### config.mk
export PLATFORM = sky130hd
export DESIGN_NAME = fifo_wr_arbiter
export DESIGN_NICKNAME = d
export VERILOG_FILES = /design/src/rtl/fifo_wr_arbiter.sv
export SDC_FILE = /design/constraint.sdc
export NUM_CORES = 1
export LEC_CHECK = 0
export BUFFER_PORTS_ARGS = -buffer_cell sky130_fd_sc_hd__buf_2
export CAP_MARGIN = 10
export CORE_MARGIN = 4
export CORE_UTILIZATION = 43
export DETAILED_ROUTE_END_ITERATION = 12
export PLACE_DENSITY = 0.8
export SYNTH_ARGS = -nofsm -noshare
export SYNTH_HDL_FRONTEND = slang
export SYNTH_SLANG_ARGS = --single-unit
### constraint.sdc
create_clock -name w_clk -period 2.7 [get_ports w_clk]
set_input_delay 0.405 -clock w_clk [delete_from_list [all_inputs] [get_ports w_clk]]
set_output_delay 0.405 -clock w_clk [all_outputs]
set_load 0.005 [all_outputs]
### src/rtl/fifo_wr_arbiter.sv
// Round-robin arbiter for the shared FIFO write port; stalls producers on w_full.
// Optional burst locking is compiled in with `define FIFO_ARB_BURST_EN.
module fifo_wr_arbiter #(
  parameter int unsigned NUM_REQ   = 4,
  parameter int unsigned DATA_SIZE = 8,
  parameter int unsigned MAX_BURST = 4
) (
  input  logic                         w_clk,
  input  logic                         w_rst_n,
  input  logic [NUM_REQ-1:0]           req,
  input  logic [NUM_REQ*DATA_SIZE-1:0] req_data,
  output logic [NUM_REQ-1:0]           gnt,
  input  logic                         w_full,
  output logic                         w_en,
  output logic [DATA_SIZE-1:0]         w_data,
  output logic [$clog2(NUM_REQ)-1:0]   owner,
  output logic                         busy
);

  localparam int unsigned OW = $clog2(NUM_REQ);
`ifdef FIFO_ARB_BURST_EN
  localparam int unsigned BW = $clog2(MAX_BURST + 1);
`endif

  typedef enum logic {IDLE, OWN} state_t;

  state_t              r_state, w_state_nxt;
  logic [OW-1:0]       r_owner, w_owner_nxt;
  logic [OW-1:0]       r_last,  w_last_nxt;
  logic                w_xfer;
  logic                w_release;
  logic                w_others;
  logic [NUM_REQ-1:0]  w_owner_mask;
`ifdef FIFO_ARB_BURST_EN
  logic [BW-1:0]       r_beat_cnt, w_beat_nxt;
`endif

  // First requester after lst, wrapping; lst itself is scanned last.
  function automatic logic [OW-1:0] pick(input logic [NUM_REQ-1:0] rq,
                                         input logic [OW-1:0]      lst);
    logic [OW-1:0] res;
    logic [OW-1:0] idx;
    res = lst;
    for (int k = NUM_REQ; k >= 1; k--) begin
      idx = OW'((int'(lst) + k) % NUM_REQ);
      if (rq[idx]) res = idx;
    end
    return res;
  endfunction

  always_ff @(posedge w_clk or negedge w_rst_n) begin
    if (!w_rst_n) begin
      r_state    <= IDLE;
      r_owner    <= '0;
      r_last     <= OW'(NUM_REQ - 1);
`ifdef FIFO_ARB_BURST_EN
      r_beat_cnt <= '0;
`endif
    end else begin
      r_state    <= w_state_nxt;
      r_owner    <= w_owner_nxt;
      r_last     <= w_last_nxt;
`ifdef FIFO_ARB_BURST_EN
      r_beat_cnt <= w_beat_nxt;
`endif
    end
  end

  always_comb begin
    w_state_nxt  = r_state;
    w_owner_nxt  = r_owner;
    w_last_nxt   = r_last;
    gnt          = '0;
    w_en         = 1'b0;
    w_data       = '0;
    w_xfer       = 1'b0;
    w_release    = 1'b0;
    w_owner_mask = '0;
    w_others     = 1'b0;
`ifdef FIFO_ARB_BURST_EN
    w_beat_nxt   = r_beat_cnt;
`endif

    case (r_state)
      IDLE: begin
        if (|req) begin
          w_owner_nxt = pick(req, r_last);
          w_state_nxt = OWN;
`ifdef FIFO_ARB_BURST_EN
          w_beat_nxt  = '0;
`endif
        end
      end

      OWN: begin
        gnt[r_owner] = req[r_owner] & ~w_full;
        w_xfer       = req[r_owner] & ~w_full;
        w_en         = w_xfer;
        w_data       = req_data[int'(r_owner)*DATA_SIZE +: DATA_SIZE];

`ifdef FIFO_ARB_BURST_EN
        if (w_xfer) w_beat_nxt = r_beat_cnt + 1'b1;
        w_release = ~req[r_owner] | (w_xfer & (r_beat_cnt == BW'(MAX_BURST - 1)));
`else
        w_release = ~req[r_owner] | w_xfer;
`endif

        // Hand off without a bubble when anyone else is waiting.
        w_owner_mask[r_owner] = 1'b1;
        w_others              = |(req & ~w_owner_mask);
        if (w_release) begin
          w_last_nxt = r_owner;
`ifdef FIFO_ARB_BURST_EN
          w_beat_nxt = '0;
`endif
          if (w_others) w_owner_nxt = pick(req, r_owner);
          else          w_state_nxt = IDLE;
        end
      end

      default: w_state_nxt = IDLE;
    endcase
  end

  assign owner = r_owner;
  assign busy  = (r_state == OWN);

endmodule

==> results by group <==
Power
  – Peak VDD IR: 0.721 mV
  – P per Cell Area: 1010 nW/um2
  – Leakage: between 0.5 and 0.6 nW

STA
  – Relative slew slack: 0.438
  – Fmax achieved: 432 MHz
  – RSZ-0062 raised after global routing: no
  – Setup TNS Final: 0 ns
  – Skew final: 0.00553 ns
  – Final period util: 0.857
  – Final Hold Viols: 0
  – Count of pins over their slew limit: 0
  – Final min period: approximately 2.3 ns
  – # setup viols final: 0
  – Worst Max-Slew Pin Slew: 0.831 ns

Synthesis
  – Post-synth EDFFs: 0
  – Register area share after synthesis: 0.142
  – Most instantiated cells after synthesis: and2_1, mux4_2, nand2_1, nand2b_1
  – Main synth FF type: dfrtp_1
  – Top post-synthesis cells by area: mux4_2, and2_1, dfrtp_1, dfstp_2, ha_1
  – Flops & latches, synth: 5
  – Mapped Cells: 91
  – Avg Cell Area, Syn: 9.87 um2
  – Async SR Flop Fraction: 1.00
  – Yosys warning count: 0
  – Yosys top cell by area: mux4_2
  – Library cells used by synthesis: 34
  – Top-count cell post-synth: and2_1
  – Syn nets: about 130
  – Post-synth top area share: 0.226
  – Mapped cell area: 898 um2

Setup path
  – CP peak stage delay: 0.54 ns
  – Required @ worst endpoint: 2.30 ns
  – Critical Path Fanout Max: 15
  – Crit-path slowest cell: mux4_2
  – Critical path endpoint category: output pin
  – WP data arrival: 1.91 ns
  – Buf/Inv on CP: 2
  – Kind of critical path: reg -> out
  – CP Cell Sequence: buf_4 -> mux4_2 -> and2_1 -> buf_2
  – Crit-path leading delay family: multiplexers
  – CP Launch Type: flop

Clock tree
  – Root Driver: clkbuf_4
  – Clock Latency Late Sink: 0.24 ns
  – CTS tree: built
  – Post-CTS setup buffer count: 0
  – # clock sinks: 5
  – CTS Buffer Depth: 2
  – CTS buffer count: 3
  – CTS clk-pin slew, worst paths: 0.04 ns
  – # H-tree levels: 1

Routing
  – Vias: 952
  – Final ANT Viol Nets: 0
  – Via-per-instance ratio: 5.60
  – DRC Markers: 0
  – Routed len/inst: ~15 um
  – Drt pass-1 iters: 4
  – Total wire length: 2.57 mm
  – DR iter-0 viols: 22

Finish
  – Fillers: 180
  – Design area: approximately 1200 um2
  – Area delta synth->final: 33.7%
  – Share of post-route cells with drive strength above 1: 0.538
  – Ant diodes: 0
  – Final Util: 0.606
  – # nets final: 187

Global routing
  – First-pass GRT wire length: 3.81 mm
  – Grt total ovfl: 0
  – Largest net degree at the start of global routing: 20
  – Vias in the first global route: between 800 and 900
  – Overall Global Routing Usage: 0.178
  – Initial antenna violation count: 0

Die
  – Die area: 2880 um2
  – Die Span Y: approximately 54 um
  – Core box area: a little under 2000 um2
  – I/O pin total: 55
  – Die X: 53.7 um
  – Rows: 16
  – Initial core utilization: 0.453

Place
  – RePlAce Congestion: 0.927
  – DP HPWL: 2.18 mm
  – PortBufs: 54
  – Placement Cell Area: ~1200 um2

Min path
  – Worst hold path class: in -> async

Outcome
  – Status: finished clean

Run
  – Max-Cap Viols: 0
==> cells by family after synthesis <==
kind of cell,synth area share
AOI/OAI and AO/OA,0.139
adders and majority gates,0.0557
buffers and inverters,0.0752
DFF,0.142
muxes,0.336
and+or+nand+nor,0.252
==> cell usage in the layout, fill, tap and decap left out, types with 3 or more instances in the layout <==
cell,Yosys,routed
a31oi_1,4,4
and2_1,12,12
buf_2,3,54
clkbuf_4,0,3
dfrtp_1,3,3
ha_1,4,4
inv_1,4,4
mux2_2,3,3
mux2i_1,4,4
mux4_2,9,9
nand2_1,6,6
nand2b_1,6,6
nor3_1,3,3
==> worst paths after layout <==
kind / start / end / slack [ns] / cells after the start
setup reg to reg: owner[0] / owner[1] / 0.55 / 6
min in group w_clk: r_last[0] / r_last[0] / 0.66 / 1
hold reg to reg: r_last[0] / r_last[0] / 0.66 / 1
setup / recovery: owner[0] / w_data[0] / 0.39 / 4
max in group asynchronous: w_rst_n / r_last[1] / 1.98 / 2
hold / removal: w_rst_n / owner[0] / 0.50 / 2
==> flip-flops by register name (all words and copies together), names as in the netlist <==
signal and flops:
owner 2, r_last 2, busy 1
==> metrics by stage <==
step	hold WS, ns	std cells	worst slack [ns]	power [W]
after detailed placement	0.223	165	0.569	0.00113
final	0.502	170	0.387	0.00121
after floorplan	0.109	91	0.424	0.000873
after global routing	0.529	170	0.324	0.00132
after CTS	0.498	170	0.375	0.00122
after global placement	0.220	165	0.651	0.00108
==> final cells by class <==
cell class,count,area (um2),area share
Sequential cell,5,128,0.106
Timing Repair Buffer,57,295,0.246
Inverter,4,15.0,0.0125
Clock buffer,4,26.3,0.0219
Multi-Input combinational cell,73,703,0.585
Tap cell,27,33.8,0.0281
==> report_power, final <==
part / internal, W / switching (W)
Combinational: 0.000501 / 0.000406
Clock: 0.0000558 / 0.0000293
Sequential: 0.000126 / 0.0000911
Total: 0.000683 / 0.000526
==> per-layer routing <==
metal | track usage | vias up | share of wire
li1 | - | 448 | -
met1 | 0.219 | 458 | 0.34
met2 | 0.321 | 42 | 0.58
met3 | 0.0222 | 4 | 0.063
met4 | 0.0553 | 0 | 0.0093
met5 | 0 | - | 0
==> repair_timing <==
| item | CTS | global route |
|---|---|---|
| endpoints found under the hold margin | 3 | 0 |
| gates resized for setup | 0 | 0 |
| hold buffers | 1 | 0 |
Power figures use the tool's default switching activity.
